===== config.mk =====
export PLATFORM = sky130hd
export DESIGN_NAME = level_shifter_sweep_ctrl
export DESIGN_NICKNAME = d
export VERILOG_FILES = /design/src/rtl/level_shifter_sweep_ctrl.sv
export SDC_FILE = /design/constraint.sdc
export NUM_CORES = 1
export LEC_CHECK = 0
export BUFFER_PORTS_ARGS = -buffer_cell sky130_fd_sc_hd__buf_2
export CORE_MARGIN = 2
export CORE_UTILIZATION = 55
export CTS_CLUSTER_SIZE = 30
export DETAILED_ROUTE_END_ITERATION = 8
export GPL_ROUTABILITY_DRIVEN = 0
export PLACE_DENSITY = 0.75
export SLEW_MARGIN = 20
export SYNTH_ARGS = -nofsm -noshare
export SYNTH_HDL_FRONTEND = slang
export SYNTH_SLANG_ARGS = --single-unit
export TNS_END_PERCENT = 50

===== constraint.sdc =====
create_clock -name clk -period 3.9 [get_ports clk]
set_clock_uncertainty 0.15 [all_clocks]
set_input_delay 0.39 -clock clk [delete_from_list [all_inputs] [get_ports clk]]
set_output_delay 0.39 -clock clk [all_outputs]
set_load 0.1 [all_outputs]

===== src/rtl/level_shifter_sweep_ctrl.sv =====
// Up/down VIN code sweep sequencer for level-shifter characterisation.
// Samples VOUT at the end of each settle window and records switching thresholds.
module level_shifter_sweep_ctrl #(
   parameter int CODE_W     = 12,
   parameter int START_CODE = -1000,
   parameter int END_CODE   = 1000,
   parameter int STEP       = 10,
   parameter int SETTLE_CYC = 10
) (
   input  logic                     clk,
   input  logic                     rst,
   input  logic                     start,
   input  logic                     abort,
   input  logic                     vout_bit,
   output logic signed [CODE_W-1:0] vin_code,
   output logic                     vin_valid,
   output logic                     busy,
   output logic                     done,
   output logic                     rise_found,
   output logic                     fall_found,
   output logic signed [CODE_W-1:0] th_rise,
   output logic signed [CODE_W-1:0] th_fall,
   output logic signed [CODE_W-1:0] hyst
);

   typedef enum logic [1:0] {IDLE, UP, DOWN, DONE} state_t;

   localparam int CNT_W = ($clog2(SETTLE_CYC) > 0) ? $clog2(SETTLE_CYC) : 1;
   localparam logic [CNT_W-1:0]         SETTLE_M1 = CNT_W'(SETTLE_CYC - 1);
   localparam logic signed [CODE_W-1:0] START_C   = CODE_W'(START_CODE);
   localparam logic signed [CODE_W-1:0] END_C     = CODE_W'(END_CODE);
   localparam logic signed [CODE_W:0]   START_X   = (CODE_W+1)'(START_CODE);
   localparam logic signed [CODE_W:0]   END_X     = (CODE_W+1)'(END_CODE);
   localparam logic signed [CODE_W:0]   STEP_X    = (CODE_W+1)'(STEP);

   state_t                     state_q, state_d;
   logic signed [CODE_W-1:0]   code_q, code_d;
   logic [CNT_W-1:0]           cnt_q, cnt_d;
   logic                       first_q, first_d;
   logic                       prev_q, prev_d;
   logic                       rise_q, rise_d, fall_q, fall_d;
   logic signed [CODE_W-1:0]   th_rise_q, th_rise_d, th_fall_q, th_fall_d;

   logic signed [CODE_W:0]     code_x, up_x, dn_x;
   logic signed [CODE_W-1:0]   up_code, dn_code;
   logic                       sample;

   // One extra bit keeps the step past either sweep end from wrapping before the clamp.
   assign code_x  = (CODE_W+1)'(code_q);
   assign up_x    = code_x + STEP_X;
   assign dn_x    = code_x - STEP_X;
   assign up_code = (up_x >= END_X)   ? END_C   : up_x[CODE_W-1:0];
   assign dn_code = (dn_x <= START_X) ? START_C : dn_x[CODE_W-1:0];
   assign sample  = (cnt_q == SETTLE_M1);

   always_comb begin
      state_d   = state_q;
      code_d    = code_q;
      cnt_d     = cnt_q;
      first_d   = first_q;
      prev_d    = prev_q;
      rise_d    = rise_q;
      fall_d    = fall_q;
      th_rise_d = th_rise_q;
      th_fall_d = th_fall_q;
      case (state_q)
         IDLE: begin
            if (start && !abort) begin
               state_d   = UP;
               code_d    = START_C;
               cnt_d     = '0;
               first_d   = 1'b1;
               rise_d    = 1'b0;
               fall_d    = 1'b0;
               th_rise_d = '0;
               th_fall_d = '0;
            end
         end
         UP, DOWN: begin
            if (abort) begin
               state_d = IDLE;
               code_d  = '0;
               cnt_d   = '0;
            end else if (!sample) begin
               cnt_d = cnt_q + CNT_W'(1);
            end else begin
               cnt_d   = '0;
               first_d = 1'b0;
               prev_d  = vout_bit;
               // Edge check happens before the ramp-end transition on the same sample.
               if (state_q == UP) begin
                  if (!first_q && !rise_q && !prev_q && vout_bit) begin
                     rise_d    = 1'b1;
                     th_rise_d = code_q;
                  end
                  if (code_q == END_C) begin
                     state_d = DOWN;
                     first_d = 1'b1;
                  end else begin
                     code_d = up_code;
                  end
               end else begin
                  if (!first_q && !fall_q && prev_q && !vout_bit) begin
                     fall_d    = 1'b1;
                     th_fall_d = code_q;
                  end
                  if (code_q == START_C) begin
                     state_d = DONE;
                     code_d  = '0;
                  end else begin
                     code_d = dn_code;
                  end
               end
            end
         end
         default: state_d = IDLE;
      endcase
   end

   always_ff @(posedge clk) begin
      if (rst) begin
         state_q   <= IDLE;
         code_q    <= '0;
         cnt_q     <= '0;
         first_q   <= 1'b0;
         prev_q    <= 1'b0;
         rise_q    <= 1'b0;
         fall_q    <= 1'b0;
         th_rise_q <= '0;
         th_fall_q <= '0;
      end else begin
         state_q   <= state_d;
         code_q    <= code_d;
         cnt_q     <= cnt_d;
         first_q   <= first_d;
         prev_q    <= prev_d;
         rise_q    <= rise_d;
         fall_q    <= fall_d;
         th_rise_q <= th_rise_d;
         th_fall_q <= th_fall_d;
      end
   end

   assign busy       = (state_q == UP) || (state_q == DOWN);
   assign vin_valid  = busy;
   assign done       = (state_q == DONE);
   assign vin_code   = code_q;
   assign rise_found = rise_q;
   assign fall_found = fall_q;
   assign th_rise    = th_rise_q;
   assign th_fall    = th_fall_q;
   assign hyst       = (rise_q && fall_q) ? (th_rise_q - th_fall_q) : '0;

endmodule


==> qor.csv, run 1 <==
metric;value;unit
status;complete, no violations;
syn_nets;488;
critPathTopFamily;compound AO/OA/AOI/OAI gates;
dr.pass1.iters;5;
critPathMaxStageDelay;0.48;ns
postRouteAntennaNets;0;
grt_pass1_wl;14800;um
cts_buffers;5;
cp.buffers_inverters;3;
drive_above_1_share;18.8;%
remaining_drc_errors;0;
cp-endpoint;hyst[10];
rsz0062_at_grt;no;
cts.clk_slew.worst_paths;0.08;ns
fmax;273;MHz
r2r_cells;7;
path_cells;inv_1 > ha_1 > inv_1 > fa_1 > a21o_1 > a21oi_1 > o21bai_1 > a2111o_1 > a41oi_1 > xor2_1 > nor2_4 > buf_4;
grt_max_degree;40;
synth_xor_area_share;3.35;%
crit_fanout;3;
avgSynthCellArea;7.35;um^2
wirelength;9430;um
layoutNonFillerInstCount;575;
finalPower;3050;uW
portBuffers;56;
max_slew_margin;49.1;%
rr_startpoint;vin_code[5];
synth_fa_ha_area_share;7.96;%
placed_cells;567;
grt_pass1_vias;3155;
worstPathRequired;3.36;ns
cts_tree;built;
cts.sinks;45;
leakagePower;0.00155;uW
drv_cap;0;
worst_slack;0.233;ns
peakVddDrop;0.828;mV
cts_max_level;2;
clockBufferDepth;2;
rrSetupSlack;0.67;ns
yosysSeqAreaShare;26.5;%
floorplan.die.height;82.6;um
synth_simple_gate_area_share;27.4;%
drtIter0Drc;424;
synth_compound_area_share;26.6;%
synthFlopType;dfxtp_1;
min_path_type;primary input to register;
via_per_inst;6.25;
synth_edf_count;0;
synth_warnings;0;
period_minus_slack;3.67;ns
power.density;790;nW/um^2
routedWlPerCell;16.4;um
num_rows;28;
critPathLaunch;th_rise[0];
final_core_util;65.0;%
die-area;6820;um^2
critical_path_class;register to output port;
start_util;57.0;%
synth_top_family_by_area;simple AND/OR/NAND/NOR gates;
synth_area_leaders;dfxtp_1 (27%), ha_1 (7.4%), a21oi_1 (6.5%), nand2_1 (6.2%), nand3_1 (4.1%);
core-area;5960;um^2
endpoint_kind;output port;
finalSetupViolCount;0;
fin_crit_sh;94.0;%
netlist_instances;462;
area_delta_synth_final;14.0;%
hold_viol_final;0;
ys_seq_elements;45;
synth_cell_types;72;
dr_total_vias;3591;
grt_antenna_before_repair;0;
synth_area;3390;um^2
yosysTopAreaCell;dfxtp_1;
slew_violations;0;
root_buffer;clkbuf_8;
grt.overflow.total;0;
crit_arrival;3.13;ns
cp_num_cells;12;
grt_usage;27.8;%
die_w;82.6;um
n_antenna_cell;0;
fillCellCount;550;
io_pins;58;
path_common_cell;inv_1;
ys_async_sr_fraction;0;%
worst_r2r_endpoint;vin_code[3];
final_net_count;525;
finalSetupTns;0;ns
worstMarginPinSlew;0.764;ns
muxShareOfSynthArea;0.295;%
crit_path_top_delay_cell;a2111o_1;
clk_latency;0.30;ns
post-synth-top-area-fraction;26.5;%
cp-start-kind;register;
dpl.hpwl;6890;um
post-place-ws;0.450;ns
## tightest hold or removal path: stages
cell and delay, ns:
buf_2 0.11, nand2_1 0.06, a21oi_1 0.05
## per-stage QoR
step | hold slack [ns] | instance area (um^2)
3_3_place_gp | 0.301 | 3730
4_1_cts | 0.207 | 3870
6_report | 0.208 | 3870
5_1_grt | 0.224 | 3870
3_5_place_dp | 0.308 | 3730
2_1_floorplan | 0.307 | 3440
## timing repair
item,in CTS,in global routing
setup endpoints to repair,0,1
resized for setup,0,2
buffers inserted,0,0
hold buffers,0,0
## flip-flops by register name (all words and copies together), names as in the netlist, 2 cells and up
| register | cells |
|---|---|
| th_fall | 12 |
| cnt_q | 4 |
| th_rise | 12 |
| vin_code | 11 |
| state_q | 2 |
## per-layer routing
layer	routed length (um)	vias up	global-route usage, %	part of all wire [%]
met1	4150	1693	36.9	44
met3	622	12	5.33	6.6
met2	4570	161	47.1	48
met4	91	0	5.74	0.96
li1	-	1725	-	-
met5	0	-	0	0
## report_power, final
group | internal, uW | switching [uW]
logic | 543 | 1410
clock network | 255 | 166
registers | 532 | 150
## cells in the mapped netlist, types with 4 or more instances
cell / count
clkbuf_1: 25
a211oi_1: 6
inv_1: 28
o21ai_0: 21
or3_1: 5
nor2b_1: 7
a21o_1: 5
nand4_1: 5
nor3_1: 16
o21a_1: 4
nor4_1: 6
a31oi_1: 4
dfxtp_1: 45
xor2_1: 4
nand2_1: 56
nand2b_1: 4
buf_2: 5
o21bai_1: 5
ha_1: 20
nor2_1: 31
xnor2_1: 9
and3_1: 4
a21oi_1: 44
nand3_1: 28
## layout by cell type, fill, tap and decap left out, types with 3 or more instances in the layout
master	instances
or4b_2	3
ha_1	20
a221o_1	3
nand3b_1	3
nand2_1	56
and3_1	4
a31oi_1	4
o41ai_1	3
dfxtp_1	43
nor4_1	6
a21oi_1	44
nand3_1	28
clkbuf_8	5
o21a_1	4
buf_2	55
a211oi_1	6
nand2b_1	4
a21o_1	5
xor2_1	4
o21ai_0	21
xnor2_1	9
nor2b_1	7
o21bai_1	5
nor2_1	30
and2_1	3
o31ai_1	3
and4_1	3
inv_1	28
nand4_1	5
buf_4	10
or3_1	5
nor3_1	14
## final cells by class
class | count | area (um^2) | area share (%)
clock inverter | 3 | 65.1 | 1.68
inverter | 29 | 109 | 2.81
clock buffer | 5 | 68.8 | 1.78
sequential | 45 | 903 | 23.4
tap | 75 | 93.8 | 2.43
multi-input combinational | 353 | 2280 | 58.9
timing repair buffer | 65 | 350 | 9.06
## cell families (layout without fill, tap and decap cells)
family,after synthesis,in the layout
other,1,1
buffers and inverters,64,102
AOI/OAI and AO/OA,132,132
adders and majority gates,21,21
xor gates and xnor gates,13,13
muxes,1,1
and+or+nand+nor,185,185
DFF,45,45
## worst min-delay path by stage
stage          startpoint         end  slack (ns)  depth (start not counted)
2_1_floorplan      prev_q      prev_q        0.31                          2
3_3_place_gp   th_fall[1]  th_fall[1]        0.30                          2
3_5_place_dp   th_fall[1]  th_fall[1]        0.31                          2
4_1_cts          vout_bit      prev_q        0.21                          3
5_1_grt          vout_bit      prev_q        0.22                          3
6_report         vout_bit      prev_q        0.21                          3
No activity file was read; power rests on OpenSTA's default activity.
==> inputs of run 2 (changes only) <==
--- a/config.mk
+++ b/config.mk
@@ -6,7 +6,6 @@
 export NUM_CORES = 1
 export LEC_CHECK = 0
 export BUFFER_PORTS_ARGS = -buffer_cell sky130_fd_sc_hd__buf_2
-export CORE_MARGIN = 2
 export CORE_UTILIZATION = 55
 export CTS_CLUSTER_SIZE = 30
 export DETAILED_ROUTE_END_ITERATION = 8
==> run 2 against run 1 <==
  * Register-to-register slack about the same
  * Die area decreased by 4.8%
  * Count of clock-buffer cells in the layout unchanged
  * First-iteration DRC count decreased by 9.9%
==> qor.csv, run 2 (synthesis gave the netlist of run 1 again) <==
metric;value;unit;change
finalPower;2910;uW;-4.7%
final_common_cell;nand2_1;;
drive_above_1_share;19.0;%;+0.16 points
dpl.hpwl;6540;um;-5.1%
peakVddDrop;0.830;mV;+0.23%
final_core_util;64.7;%;-0.23 points
grt_antenna_before_repair;0;;unchanged
n_antenna_cell;0;;unchanged
ctsHoldBuffers;0;;unchanged
core-area;5920;um^2;-0.59%
hold_viol_final;0;;unchanged
crit_arrival;3.19;ns;+0.06 ns
die_w;80.6;um;-2.4%
fmax;268;MHz;-1.6%
fillCellCount;541;;-1.6%
cts.clk_slew.worst_paths;0.09;ns;about the same
cts_setup_buffers;0;;unchanged
max_slew_margin;49.7;%;+0.64 points
root_buffer;clkbuf_8;;
layoutNonFillerInstCount;576;;+0.17%
die-area;6490;um^2;-4.8%
cts_buffers;5;;unchanged
endpoint_kind;output port;;
wirelength;9050;um;-4.1%
final_net_count;526;;+0.19%
power.density;759;nW/um^2;-3.8%
leakagePower;0.00153;uW;-1.2%
critical_path_class;register to output port;;
area_delta_synth_final;12.9;%;
post-place-ws;0.481;ns;+0.0306 ns
final_cell_mix;nand2_1 (56), buf_2 (55), a21oi_1 (44), dfxtp_1 (43), nor2_1 (30);;
remaining_drc_errors;0;;unchanged
rr_startpoint;vin_code[5];;
crit_path_top_delay_cell;a2111o_1;;
finalSetupViolCount;0;;unchanged
min_path_type;primary input to register;;
worstMarginPinSlew;0.754;ns;-0.00953 ns
cp-start-kind;register;;
dr_total_vias;3557;;-0.95%
status;complete, no violations;;
grt_pass1_wl;14600;um;-1.0%
slew_violations;0;;unchanged
grt_max_degree;40;;unchanged
whs;0.201;ns;-0.00717 ns
cts.sinks;45;;unchanged
critPathMaxStageDelay;0.46;ns;-0.02 ns
portBuffers;56;;unchanged
critPathLaunch;th_rise[0];;
critPathTopFamily;compound AO/OA/AOI/OAI gates;;
via_per_inst;6.18;;-1.1%
cp.buffers_inverters;3;;unchanged
min_from;vout_bit;;
path_common_cell;inv_1;;
grt_usage;28.6;%;+0.76 points
worstPathRequired;3.36;ns;about the same
period_minus_slack;3.73;ns;+0.0592 ns
rsz0062_at_grt;no;;
drtIter0Drc;382;;-9.9%
path_cells;inv_1 > ha_1 > inv_1 > fa_1 > a21o_1 > a21oi_1 > o21bai_1 > a2111o_1 > a41oi_1 > xor2_1 > nor2_4 > clkbuf_4;;
cts_tree;built;;
num_rows;28;;unchanged
routedWlPerCell;15.7;um;-4.2%
start_util;57.3;%;+0.34 points
crit_fanout;3;;unchanged
drv_cap;0;;unchanged
dr.pass1.iters;5;;unchanged
cts_max_level;2;;unchanged
postRouteAntennaNets;0;;unchanged
grt.overflow.total;0;;unchanged
worst_slack;0.174;ns;-0.0592 ns
io_pins;58;;unchanged
fin_crit_sh;95.5;%;+1.5 points
placed_cells;568;;+0.18%
grt_pass1_vias;3125;;-0.95%
clk_latency;0.30;ns;about the same
floorplan.die.height;80.6;um;-2.4%
clockBufferDepth;2;;unchanged
==> run 2: cell count changes in the layout (fill, tap and decap cells not counted), sizes merged <==
cell      change
inv           +1
bufinv        -2
clkinvlp      +1
clkbuf        +1
==> run 2: layout make-up <==
cell class                      instances  area [um^2]  area share [%]
Tap cell                               75         93.8            2.45
Inverter                               29          109            2.84
Clock buffer                            5         68.8            1.80
Multi-Input combinational cell        353         2280            59.5
Clock inverter                          3         21.3           0.555
Timing Repair Buffer                   66          358            9.34
Sequential cell                        45          903            23.6
==> run 2: path summary, 6_finish.rpt <==
path / endpoint / slack (ns) / cells after the start
setup / recovery: hyst[10] / 0.17 / 12
hold reg to reg: th_fall[1] / 0.32 / 2
hold / removal: prev_q / 0.20 / 3
setup reg to reg: vin_code[3] / 0.66 / 7
==> run 2: routing by layer <==
metal  GRT usage (%)  routed length, um  vias to the layer above
li1                -                  -                     1738
met1            37.7               4130                     1662
met2            46.4               4250                      145
met3            6.82                569                       12
met4            7.32                106                        0
met5               0                  0                        -
==> run 2: power by group <==
part / leakage, uW / switching, uW / total (uW) / internal, uW
registers: 0.000366 / 141 / 673 / 532
clock network: 0.0000445 / 168 / 295 / 127
logic: 0.00112 / 1400 / 1940 / 540
==> run 2: what timing repair did <==
item / in CTS / in global routing
hold endpoints to repair: 0 / 0
endpoints found under the setup margin: 0 / 1
resized for setup: 0 / 1
==> run 2: worst register-to-register path: stages (launching register included) <==
cell and delay (ns):
dfxtp_1 0.76, nand4_1 0.25, or4_1 0.60, o21ai_0 0.28
o21ai_1 0.32, o41ai_1 0.41, a211oi_1 0.12, o221a_2 0.23
==> run 2: stage by stage <==
| stage | setup TNS (ns) | area (um^2) |
|---|---|---|
| floorplan | -0.364 | 3440 |
| global placement | 0 | 3740 |
| detailed placement | 0 | 3740 |
| CTS | 0 | 3830 |
| global route | 0 | 3830 |
| finish | 0 | 3830 |
==> inputs of run 3 (changes only) <==
--- a/config.mk
+++ b/config.mk
@@ -5,12 +5,13 @@
 export SDC_FILE = /design/constraint.sdc
 export NUM_CORES = 1
 export LEC_CHECK = 0
+export ABC_AREA = 1
 export BUFFER_PORTS_ARGS = -buffer_cell sky130_fd_sc_hd__buf_2
 export CORE_UTILIZATION = 55
 export CTS_CLUSTER_SIZE = 30
 export DETAILED_ROUTE_END_ITERATION = 8
 export GPL_ROUTABILITY_DRIVEN = 0
-export PLACE_DENSITY = 0.75
+export PLACE_DENSITY = 0.76
 export SLEW_MARGIN = 20
 export SYNTH_ARGS = -nofsm -noshare
 export SYNTH_HDL_FRONTEND = slang
==> run 3 against run 2 <==
  * Worst hold slack better by 0.055 ns
  * Register-to-register slack better by 0.55 ns
  * First-iteration DRC count fell by 44%
  * Critical endpoint is now hyst[9]
==> qor.csv, run 3 <==
metric;value;unit;change
grt_util_met3;5.26;%;-1.6 points
dpl.hpwl;6640;um;+1.5%
hold_viol_final;0;;unchanged
synth_compound_area_share;20.2;%;-6.4 points
drtIter0Drc;214;;-44%
die_w;79.7;um;-1.1%
final_net_count;567;;+7.8%
post-synth-top-area-fraction;27.1;%;+0.59 points
netlist_instances;496;;+7.4%
ctsHoldBuffers;0;;unchanged
start_util;58.5;%;+1.2 points
die-area;6350;um^2;-2.1%
synth_fa_ha_area_share;8.14;%;+0.18 points
clk_latency;0.31;ns;about the same
worstMarginPinSlew;0.626;ns;-0.128 ns
synth_xor_area_share;1.06;%;-2.3 points
via_per_inst;5.63;;-8.8%
worstPathRequired;3.36;ns;about the same
grt.met1_usage;37.1;%;-0.53 points
worst_r2r_endpoint;state_q[0];;
dr.pass1.iters;5;;unchanged
slew_violations;0;;unchanged
min_from;vout_bit;;
yosysSeqAreaShare;27.1;%;+0.59 points
cts_max_level;2;;unchanged
fillCellCount;555;;+2.6%
synth_area_leaders;dfxtp_1 (27%), nand2_1 (11%), a21oi_1 (9.2%), ha_1 (7.5%), nand3_1 (7.5%);;
period_minus_slack;3.25;ns;-0.476 ns
final_cell_mix;nand2_1 (99), a21oi_1 (61), buf_2 (56), nand3_1 (50), inv_1 (47);;
crit_fanout;6;;+3
rr_startpoint;state_q[1];;
grt_pass1_wl;14100;um;-3.4%
wirelength;8690;um;-4.0%
num_rows;27;;-3.6%
grt_usage;28.0;%;-0.57 points
cts_buffers;5;;unchanged
fin_crit_sh;83.3;%;-12 points
cts_tree;built;;
crit_arrival;2.71;ns;-0.48 ns
synth_area;3320;um^2;-2.2%
synth_cell_types;41;;-43%
portBuffers;56;;unchanged
whs_path_depth;3;;unchanged
remaining_drc_errors;0;;unchanged
grt.overflow.total;0;;unchanged
area_delta_synth_final;9.76;%;
synth_edf_count;0;;unchanged
endpoint_kind;output port;;
cts_resized;0;;unchanged
grt_pass1_vias;3102;;-0.74%
synth_simple_gate_area_share;32.2;%;+4.8 points
avgSynthCellArea;6.69;um^2;-8.9%
drv_cap;0;;unchanged
finalSetupViolCount;0;;unchanged
grt_max_degree;26;;-35%
finalSetupTns;0;ns;unchanged
min_to;prev_q;;
cts.sinks;45;;unchanged
synth_warnings;0;;unchanged
rsz0062_at_grt;no;;
postRouteAntennaNets;0;;unchanged
ys_async_sr_fraction;0;%;unchanged
io_pins;58;;unchanged
cp-start-kind;register;;
grt_antenna_before_repair;0;;unchanged
floorplan.die.height;79.7;um;-1.1%
synth_top_family_by_area;simple AND/OR/NAND/NOR gates;;
n_antenna_cell;0;;unchanged
syn_nets;522;;+7.0%
critical_path_class;register to output port;;
routedWlPerCell;14.2;um;-9.9%
synth.most_common_cell;nand2_1;;
drive_above_1_share;21.2;%;+2.3 points
fmax;308;MHz;+15%
grtUsageMet2;46.0;%;-0.37 points
synth_top_cells_by_count;nand2_1 (99), a21oi_1 (61), nand3_1 (50);;
yosysTopAreaCell;dfxtp_1;;
root_buffer;clkbuf_8;;
max_slew_margin;58.3;%;+8.5 points
rrSetupSlack;1.21;ns;+0.55 ns
cts_setup_buffers;0;;unchanged
muxShareOfSynthArea;0;%;-0.29 points
ys_seq_elements;45;;unchanged
final_common_cell;nand2_1;;
min_path_type;primary input to register;;
synthFlopType;dfxtp_1;;
status;complete, no violations;;
r2r_cells;10;;+3
clockBufferDepth;2;;unchanged
cts.clk_slew.worst_paths;0.09;ns;about the same
core-area;5680;um^2;-4.1%
grt_busiest_layer;met2;;
dr_total_vias;3459;;-2.8%
-- run 3: cell families after synthesis --
logic type,count (synthesis)
flip-flops,45
other,1
XOR/XNOR,4
buffers and inverters,78
adder cells (fa/ha/maj),21
AND/OR/NAND/NOR,232
AO/OA/AOI/OAI,115
-- run 3: worst max path at each step --
stage               start      end  slack, ns  cells past startpoint
2_1_floorplan  th_fall[2]  hyst[7]      -0.30                     10
3_3_place_gp   th_fall[2]  hyst[9]       1.14                     15
3_5_place_dp   th_fall[2]  hyst[9]       1.03                     14
4_1_cts        th_fall[2]  hyst[9]       0.67                     15
5_1_grt        th_fall[2]  hyst[9]       0.34                     15
6_report       th_fall[2]  hyst[9]       0.65                     15
-- run 3: cell type report --
cell class,instances,area [um^2],share of cell area (%)
inverter,59,221,6.08
timing repair buffer,57,288,7.90
sequential,45,901,24.7
clock buffer,5,68.8,1.89
tap,72,90.1,2.47
multi-input combinational,373,2050,56.4
clock inverter,3,21.3,0.584
-- run 3: routing by layer --
| metal | vias up | routed length, um |
|---|---|---|
| met5 | - | 0 |
| met4 | 0 | 121 |
| met2 | 117 | 3980 |
| li1 | 1740 | - |
| met1 | 1587 | 4080 |
| met3 | 15 | 514 |
-- run 3: per-stage QoR --
step           hold slack [ns]  setup WS (ns)  instances  cell area [um^2]  util, %
3_3_place_gp             0.296           1.14        606              3550     62.6
6_report                 0.256          0.650        614              3640     64.2
3_5_place_dp             0.307           1.03        606              3550     62.6
2_1_floorplan            0.329         -0.296        496              3330        -
5_1_grt                  0.301          0.340        614              3640     64.2
4_1_cts                  0.260          0.668        614              3640     64.2
-- run 3: worst max-delay path, stage by stage, from the launching register on --
cell and delay [ns]:
dfxtp_1 0.33, inv_1 0.06, ha_1 0.36, nand3_1 0.09, nand2_1 0.14, nand2_1 0.08
nand2_1 0.07, a21oi_1 0.09, o21ai_0 0.31, inv_1 0.07, nor2_1 0.13, nor2_1 0.06
nand2_1 0.07, nand2_1 0.06, nor2_2 0.07, buf_2 0.42
Power of run 3 is left out: the tool's default activity adds up to more than one toggle a clock period on the data nets, which glitch-free logic cannot reach.
